**src/rtl/forwarding_scoreboard.sv**
```systemverilog
// Register-hazard tracker: shifts in-flight destination registers alongside the pipeline,
// captures results as stages produce them, and forwards or stalls each read port.
module forwarding_scoreboard #(
    parameter int DATA_W   = 32,
    parameter int ADDR_W   = 5,
    parameter int NUM_READ = 2,
    parameter int DEPTH    = 3,
    parameter int CNT_W    = 16
) (
    input  logic                         clk,
    input  logic                         rst_n,
    input  logic                         advance,
    input  logic                         issue_valid,
    input  logic                         issue_we,
    input  logic [ADDR_W-1:0]            issue_rd,
    input  logic [DEPTH-1:0]             flush_mask,
    input  logic [DEPTH-1:0]             result_valid,
    input  logic [DEPTH*DATA_W-1:0]      result_data,
    input  logic [NUM_READ*ADDR_W-1:0]   rd_addr,
    input  logic [NUM_READ*DATA_W-1:0]   rf_data,
    output logic [NUM_READ*DATA_W-1:0]   fwd_data,
    output logic [NUM_READ-1:0]          fwd_hit,
    output logic [NUM_READ-1:0]          fwd_stall,
    output logic                         any_stall,
    output logic [CNT_W-1:0]             stall_cycles
);

    logic [DEPTH-1:0]  slot_v;
    logic [DEPTH-1:0]  slot_dv;
    logic [ADDR_W-1:0] slot_rd   [DEPTH];
    logic [DATA_W-1:0] slot_data [DEPTH];

    logic [DEPTH-1:0]  live;
    logic [DEPTH-1:0]  next_dv;
    logic [DATA_W-1:0] next_data [DEPTH];
    logic              issue_ok;

    assign issue_ok = issue_valid & issue_we & (issue_rd != '0);

    // Flush first, then capture; a killed slot ignores its result and carries nothing forward.
    always_comb begin
        for (int i = 0; i < DEPTH; i++) begin
            live[i]      = slot_v[i] & ~flush_mask[i];
            next_dv[i]   = live[i] & (slot_dv[i] | result_valid[i]);
            next_data[i] = (live[i] & result_valid[i] & ~slot_dv[i])
                           ? result_data[i*DATA_W +: DATA_W] : slot_data[i];
        end
    end

    always_ff @(posedge clk or negedge rst_n) begin
        if (!rst_n) begin
            for (int i = 0; i < DEPTH; i++) begin
                slot_v[i]    <= 1'b0;
                slot_dv[i]   <= 1'b0;
                slot_rd[i]   <= '0;
                slot_data[i] <= '0;
            end
        end else if (advance) begin
            slot_v[0]    <= issue_ok;
            slot_dv[0]   <= 1'b0;
            slot_rd[0]   <= issue_rd;
            slot_data[0] <= '0;
            for (int i = 1; i < DEPTH; i++) begin
                slot_v[i]    <= live[i-1];
                slot_dv[i]   <= next_dv[i-1];
                slot_rd[i]   <= slot_rd[i-1];
                slot_data[i] <= next_data[i-1];
            end
        end else begin
            for (int i = 0; i < DEPTH; i++) begin
                slot_v[i]    <= live[i];
                slot_dv[i]   <= next_dv[i];
                slot_data[i] <= next_data[i];
            end
        end
    end

    // Scan oldest to youngest so the lowest-index match overrides; an unknown winner stalls
    // even when an older slot already holds data.
    always_comb begin
        logic              found;
        logic              known;
        logic [DATA_W-1:0] win_data;
        logic [ADDR_W-1:0] addr;
        fwd_data  = rf_data;
        fwd_hit   = '0;
        fwd_stall = '0;
        for (int p = 0; p < NUM_READ; p++) begin
            found    = 1'b0;
            known    = 1'b0;
            win_data = '0;
            addr     = rd_addr[p*ADDR_W +: ADDR_W];
            for (int i = DEPTH - 1; i >= 0; i--) begin
                if (slot_v[i] && slot_rd[i] == addr && addr != '0) begin
                    found    = 1'b1;
                    known    = slot_dv[i] | result_valid[i];
                    win_data = result_valid[i] ? result_data[i*DATA_W +: DATA_W] : slot_data[i];
                end
            end
            if (found && known) begin
                fwd_hit[p]                    = 1'b1;
                fwd_data[p*DATA_W +: DATA_W]  = win_data;
            end else if (found) begin
                fwd_stall[p] = 1'b1;
            end
        end
    end

    assign any_stall = |fwd_stall;

    always_ff @(posedge clk or negedge rst_n) begin
        if (!rst_n) begin
            stall_cycles <= '0;
        end else if (any_stall && stall_cycles != '1) begin
            stall_cycles <= stall_cycles + 1'b1;
        end
    end

endmodule

```
**config.mk**
```make
export PLATFORM = sky130hd
export DESIGN_NAME = forwarding_scoreboard
export DESIGN_NICKNAME = d
export VERILOG_FILES = /design/src/rtl/forwarding_scoreboard.sv
export SDC_FILE = /design/constraint.sdc
export NUM_CORES = 1
export LEC_CHECK = 0
export ABC_AREA = 1
export CAP_MARGIN = 20
export CORE_UTILIZATION = 25
export CTS_CLUSTER_DIAMETER = 40
export CTS_CLUSTER_SIZE = 14
export DETAILED_ROUTE_END_ITERATION = 8
export PLACE_DENSITY_LB_ADDON = 0.2
export SLEW_MARGIN = 5
export SYNTH_ARGS = -nofsm -noshare
export SYNTH_HDL_FRONTEND = slang
export SYNTH_SLANG_ARGS = --single-unit
```
**constraint.sdc**
```tcl
create_clock -name clk -period 5.69 [get_ports clk]
set_clock_uncertainty 0.1 [all_clocks]
set_input_delay 1.4225 -clock clk [delete_from_list [all_inputs] [get_ports clk]]
set_output_delay 1.4225 -clock clk [all_outputs]
set_load 0.005 [all_outputs]
```
==> impl_metrics.py, run 1 <==
metrics = {
    "power": {
        "leakage_nw": 6.28,
        "share_comb_of_total_power_pct": 20.6,
        "powerDensity_nw_per_um2": 203,
        "power.switching_uw": 802,
        "seq_power_share_pct": 37.7,
        "irDropWorstVdd_mv": 0.201,
        "p_clk_share_pct": 41.7,
        "p_int_mw": 1.95,
        "netSwitchingFraction_pct": 29.2,
    },
    "sta": {
        "report.final.slew_viol_count": 0,
        "hold_viol": 0,
        "tns_ns": 0,
        "finalCritPeriodShare_pct": 96.9,
        "fmax_mhz": 181,
        "period_minus_slack_ns": 5.51,
        "worstMarginPinSlew_ns": 0.917,
        "finalSetupViolations": 0,
        "relSlewSlack_pct": 38.7,
        "rsz0062_at_grt": "no",
    },
    "cts": {
        "post_cts_buffers": 0,
        "clk_latency_ns": 0.42,
        "path_clk_slew_ns": 0.06,
        "postCtsHoldBufs": 0,
        "cts_made_buffers": 17,
        "cts_resized": 0,
        "htreeDepth": 4,
        "cts.sinks": 133,
        "clockBufferDepth": 2,
        "clock-root-buffer": "clkbuf_16",
        "cts_tree": "built",
    },
    "synth": {
        "synth_top_area_share_pct": 34.7,
        "synthTopCellsByArea": "dfrtp_1 35%, nand2_1 16%, mux2i_1 13%, o21ai_0 8.8%, nor2_1 3.7%",
        "syn-num-nets": 1523,
        "syn-cell-area_um2": 9600,
        "synth_cell_types": 36,
        "synth-seq-area-share_pct": 34.7,
        "synth_warnings": 0,
        "synth_seq_cells": 133,
        "synth_top_flop_cell": "dfrtp_1",
        "synthArstFlopShare_pct": 100,
        "postSynthCellCount": 1336,
        "synth-edff-count": 0,
        "synth_largest_area_cell": "dfrtp_1",
        "avgSynthCellArea_um2": 7.18,
    },
    "grt": {
        "grt_pass1_vias": 10064,
        "antenna_found_initial": 6,
        "track_usage_pct": 20.1,
        "grt_max_degree": 76,
        "grt_pass1_wl_um": 59600,
        "grt_overflow_total": 0,
    },
    "floorplanning": {
        "start_util_pct": 25.4,
        "die_h_um": 198,
        "io_pins": 271,
        "dieArea_um2": 39200,
        "dieWidth_um": 198,
        "coreArea_um2": 37800,
        "rows": 71,
    },
    "routing": {
        "avgRoutedWirePerCell_um": 18.6,
        "drt_iter0_markers": 684,
        "dr_total_vias": 10218,
        "route.detailed.drc": 0,
        "firstDrtPassIters": 5,
        "ant_nets": 0,
        "routed_wl_um": 39100,
        "vias_per_cell": 4.87,
    },
    "layout": {
        "nNetsFinal": 1759,
        "final_cell_mix": "397 x nand2_1, 265 x clkdlybuf4s50_1, 167 x o21ai_0",
        "final_common_cell": "nand2_1",
        "fin_cells": 2099,
        "area_growth_pct": 40.9,
        "drive_above_1_share_pct": 7.26,
    },
    "place": {
        "hpwl_um": 27900,
        "gp_congestion": 0.884,
        "dp_cells": 2064,
        "portBuffers": 270,
    },
    "worst_hold_path": {
        "hold_path_class": "reg -> reg",
    },
    "job": {
        "cap_violations": 0,
    },
    "worst_setup_path": {
        "worstSetupEndpointType": "output port",
        "start_kind": "primary input",
        "worstPathRequired_ns": 4.17,
        "cp.arrival_ns": 3.99,
        "crit_type": "in -> out",
        "cp_max_fo": 32,
    },
    "run_status": {
        "status": "complete, no violations",
    },
}
[area by class of cell]
| class | instances | area [um2] |
|---|---|---|
| Timing Repair Buffer | 307 | 3080 |
| Clock inverter | 14 | 166 |
| Clock buffer | 18 | 429 |
| Tap cell | 511 | 639 |
| Multi-Input combinational cell | 1023 | 5540 |
| Inverter | 90 | 339 |
| Antenna cell | 3 | 7.51 |
| Sequential cell | 133 | 3330 |
| Fill cell | 4012 | 24200 |
[power groups by stage]
stage	sequential [mW]	combinational, mW	clock [mW]
after floorplan	1.05	0.255	0
after global placement	1.05	0.564	0
after detailed placement	1.05	0.566	0
after CTS	1.04	0.570	1.17
after global routing	1.04	0.624	1.22
final	1.04	0.565	1.15
[path summary, 6_finish.rpt]
kind / to / slack [ns] / start / cells after the start
min reg2reg: slot_data[21]$_DFFE_PN0P_ / 0.39 / slot_data[21]$_DFFE_PN0P_ / 1
max in group asynchronous: slot_data[21]$_DFFE_PN0P_ / 3.56 / rst_n / 2
max: fwd_data[62] / 0.18 / rd_addr[5] / 15
min in group asynchronous: slot_rd[11]$_DFFE_PN0P_ / 0.92 / rst_n / 1
max reg2reg: stall_cycles[12]$_DFFE_PN0P_ / 2.91 / stall_cycles[0]$_DFFE_PN0P_ / 7
min: slot_data[21]$_DFFE_PN0P_ / 0.39 / slot_data[21]$_DFFE_PN0P_ / 1
[worst max-delay path, stage by stage]
cell and delay, ns:
clkdlybuf4s50_1 0.60, inv_2 0.07, nand2_1 0.06, nand3_1 0.12, nor2_1 0.20, nand2_2 0.12, nand2_1 0.12, buf_12 0.24
o22ai_1 0.11, buf_4 0.16, nand2_1 0.04, o21ai_0 0.10, nand2_1 0.13, nand2_1 0.06, clkdlybuf4s50_1 0.44
[stage by stage]
stage	hold slack [ns]	utilization, %	cell area (um2)	power [mW]	worst slack (ns)
4_1_cts	0.394	35.8	13500	2.78	0.0753
5_1_grt	0.406	35.8	13500	2.88	0.00255
2_1_floorplan	0.363	-	9600	1.30	1.61
3_5_place_dp	0.379	34.2	12900	1.62	0.0847
3_3_place_gp	0.373	34.2	12900	1.62	0.108
6_report	0.392	35.8	13500	2.75	0.179
[state kept, by name, summed over array words and instances (netlist names)]
name / cells
slot_data: 96
slot_dv: 3
slot_rd: 15
slot_v: 3
stall_cycles: 16
[metal layers]
metal | vias to the layer above | wire, um | global-route usage (%) | part of all wire (%)
met4 | 6 | 504 | 5.11 | 1.3
li1 | 4968 | - | - | -
met5 | - | 35 | 0 | 0.089
met2 | 337 | 17900 | 32.9 | 46
met3 | 30 | 2680 | 4.43 | 6.8
met1 | 4877 | 18000 | 26.6 | 46
[Yosys cell counts, types with 4 or more instances]
cell type	number
o221ai_1	25
dfrtp_1	133
nand2_4	4
nand3_1	46
mux2i_1	122
xor2_1	13
inv_2	12
o21a_1	29
nand4_1	5
inv_1	78
clkbuf_1	50
a21oi_1	32
nor2_1	95
buf_2	26
nor2_2	5
o21ai_0	168
nand3_2	10
nor3_1	7
nand2_2	8
nand2_1	397
buf_1	9
o22ai_1	39
[logic make-up after synthesis]
family	share of synthesized area, %
AOI/OAI and AO/OA	18.1
xor gates and xnor gates	1.37
adders and majority gates	0.130
buffers and inverters	7.69
DFF	34.7
muxes	12.7
and+or+nand+nor	25.3
Note: power is estimated with default switching activity, not from simulation.
==> inputs of run 2 (changes only) <==
--- a/config.mk
+++ b/config.mk
@@ -8,6 +8,7 @@
 export ABC_AREA = 1
 export CAP_MARGIN = 20
 export CORE_UTILIZATION = 25
+export CTS_BUF_LIST = sky130_fd_sc_hd__clkbuf_8 sky130_fd_sc_hd__clkbuf_16
 export CTS_CLUSTER_DIAMETER = 40
 export CTS_CLUSTER_SIZE = 14
 export DETAILED_ROUTE_END_ITERATION = 8
@@ -16,3 +17,4 @@
 export SYNTH_ARGS = -nofsm -noshare
 export SYNTH_HDL_FRONTEND = slang
 export SYNTH_SLANG_ARGS = --single-unit
+export TNS_END_PERCENT = 1
==> impl_metrics.py, run 2 (synthesized netlist as in run 1, its figures left out) <==
metrics = {
    "place": {
        "gp_congestion": 0.884,
        "hpwl_um": 27900,
        "place_ws_ns": 0.0847,
        "portBuffers": 270,
    },
    "grt": {
        "grt_max_degree": 76,
        "grt_pass1_wl_um": 59600,
        "grt_overflow_total": 0,
        "antenna_found_initial": 6,
        "track_usage_pct": 20.1,
        "grt_pass1_vias": 10064,
    },
    "layout": {
        "final_core_util_pct": 35.8,
        "final_cell_mix": "397 x nand2_1, 265 x clkdlybuf4s50_1, 167 x o21ai_0",
        "nNetsFinal": 1759,
        "final_common_cell": "nand2_1",
        "area_growth_pct": 40.9,
        "largest_register_ffs": 96,
        "drive_above_1_share_pct": 7.26,
        "regMostFlops": "slot_data",
        "biggestRegsByFlops": "slot_data (96), stall_cycles (16), slot_rd (15)",
    },
    "cts": {
        "clockBufferDepth": 2,
        "clock-root-buffer": "clkbuf_16",
        "cts.sinks": 133,
        "path_clk_slew_ns": 0.06,
        "clk_latency_ns": 0.42,
        "cts_tree": "built",
        "cts_made_buffers": 17,
        "post_cts_buffers": 0,
        "htreeDepth": 4,
    },
    "sta": {
        "final.setup.worst_slack_ns": 0.180,
        "relSlewSlack_pct": 38.7,
        "finalSetupViolations": 0,
        "fmax_mhz": 181,
        "period_minus_slack_ns": 5.51,
        "finalCritPeriodShare_pct": 96.8,
        "report.final.slew_viol_count": 0,
        "rsz0062_at_grt": "no",
        "tns_ns": 0,
        "hold_viol": 0,
        "worstMarginPinSlew_ns": 0.917,
    },
    "worst_setup_path": {
        "rr_startpoint": "stall_cycles[0]$_DFFE_PN0P_",
        "cp.arrival_ns": 3.99,
        "r2r_slack_ns": 2.91,
        "crit_slowest_cell": "clkdlybuf4s50_1",
        "cp_max_fo": 32,
        "worstPathRequired_ns": 4.17,
        "worstSetupEndpointType": "output port",
        "path_common_cell": "nand2_1",
        "slowest_delay_ns": 0.60,
        "path_delay_family": "buffers and inverters",
        "crit_type": "in -> out",
        "r2r_end": "stall_cycles[12]$_DFFE_PN0P_",
        "start_kind": "primary input",
        "rr_worst_depth": 7,
        "cp_cell_sequence": "clkdlybuf4s50_1, inv_2, nand2_1, nand3_1, nor2_1, nand2_2, nand2_1, buf_12, o22ai_1, buf_4, nand2_1, o21ai_0, nand2_1, nand2_1, clkdlybuf4s50_1",
        "cp_num_buf_inv": 5,
    },
    "power": {
        "share_comb_of_total_power_pct": 20.6,
        "netSwitchingFraction_pct": 29.2,
        "p_int_mw": 1.94,
        "irDropWorstVdd_mv": 0.201,
        "power.switching_uw": 802,
        "leakage_nw": 6.29,
        "powerDensity_nw_per_um2": 203,
        "p_clk_share_pct": 41.7,
        "seq_power_share_pct": 37.8,
    },
    "routing": {
        "vias_per_cell": 4.88,
        "ant_nets": 0,
        "avgRoutedWirePerCell_um": 18.6,
        "firstDrtPassIters": 5,
        "route.detailed.drc": 0,
        "dr_total_vias": 10245,
        "drt_iter0_markers": 685,
        "routed_wl_um": 39100,
    },
    "worst_hold_path": {
        "hold_path_end": "slot_data[21]$_DFFE_PN0P_",
        "holdPathStages": 1,
        "hold_start": "slot_data[21]$_DFFE_PN0P_",
        "hold_path_class": "reg -> reg",
    },
    "floorplanning": {
        "io_pins": 271,
        "die_h_um": 198,
        "coreArea_um2": 37800,
        "start_util_pct": 25.4,
        "dieWidth_um": 198,
        "rows": 71,
        "dieArea_um2": 39200,
    },
    "job": {
        "cap_violations": 0,
    },
    "run_status": {
        "status": "complete, no violations",
    },
}
## run 2: cell types whose count changed in the layout (fill, tap and decap cells not counted)
| cell | previous run | this run |
|---|---|---|
| inv_1 | 77 | 78 |
| clkbuf_1 | 1 | 0 |
## run 2: layout make-up
type | instances | area (um2)
fill | 4012 | 24200
multi-input combinational | 1023 | 5540
sequential | 133 | 3330
timing repair buffer | 307 | 3080
tap | 511 | 639
clock buffer | 17 | 425
inverter | 90 | 339
clock inverter | 15 | 170
antenna | 3 | 7.51
## run 2: how the worst max path moves through the flow
stage | from | end | slack [ns] | depth (start not counted)
6_report | rd_addr[5] | fwd_data[62] | 0.18 | 15
5_1_grt | rd_addr[6] | fwd_data[62] | 0.003 | 15
4_1_cts | rd_addr[5] | fwd_data[43] | 0.08 | 14
3_5_place_dp | rd_addr[5] | fwd_data[43] | 0.08 | 14
3_3_place_gp | rd_addr[5] | fwd_data[43] | 0.11 | 14
2_1_floorplan | rd_addr[5] | fwd_data[38] | 1.61 | 11
## run 2: routing by layer
metal | vias up | part of all wire, % | global-route usage (%)
met2 | 355 | 46 | 32.9
li1 | 4967 | - | -
met3 | 30 | 7.0 | 4.43
met5 | - | 0.090 | 0
met4 | 6 | 1.3 | 5.11
met1 | 4887 | 46 | 26.6
## run 2: worst register-to-register path, stage by stage, from the launching register on
cell and delay (ns):
dfrtp_1 0.39, ha_1 0.20, nand3_1 0.19, nor3_2 0.29, nand4_1 0.78, nand2_2 0.60
nand2_1 0.09, nand2_1 0.08
## run 2: timing repair
action / in CTS / in global routing
setup endpoints to repair: 0 / 2
hold buffers: 0 / 0
resized for setup: 0 / 2
## run 2: power by group through the flow
stage                     clock, mW  sequential (mW)  combinational, mW
final                          1.14             1.04              0.565
after global routing           1.21             1.04              0.624
after CTS                      1.17             1.04              0.570
after detailed placement          0             1.05              0.566
after global placement            0             1.05              0.564
after floorplan                   0             1.05              0.255
## run 2: stage by stage
stage / power, mW / hold slack, ns / instance area [um2] / cells
finish: 2.75 / 0.392 / 13500 / 2099
global placement: 1.62 / 0.373 / 12900 / 2064
CTS: 2.78 / 0.394 / 13500 / 2096
detailed placement: 1.62 / 0.379 / 12900 / 2064
floorplan: 1.30 / 0.363 / 9600 / 1336
global route: 2.88 / 0.406 / 13500 / 2098
==> inputs of run 3 (changes only) <==
--- a/config.mk
+++ b/config.mk
@@ -10,7 +10,7 @@
 export CORE_UTILIZATION = 25
 export CTS_BUF_LIST = sky130_fd_sc_hd__clkbuf_8 sky130_fd_sc_hd__clkbuf_16
 export CTS_CLUSTER_DIAMETER = 40
-export CTS_CLUSTER_SIZE = 14
+export CTS_CLUSTER_SIZE = 10
 export DETAILED_ROUTE_END_ITERATION = 8
 export PLACE_DENSITY_LB_ADDON = 0.2
 export SLEW_MARGIN = 5
==> results of run 3 <==
No change in the layout: final DEF, timing and power equal those of run 2.
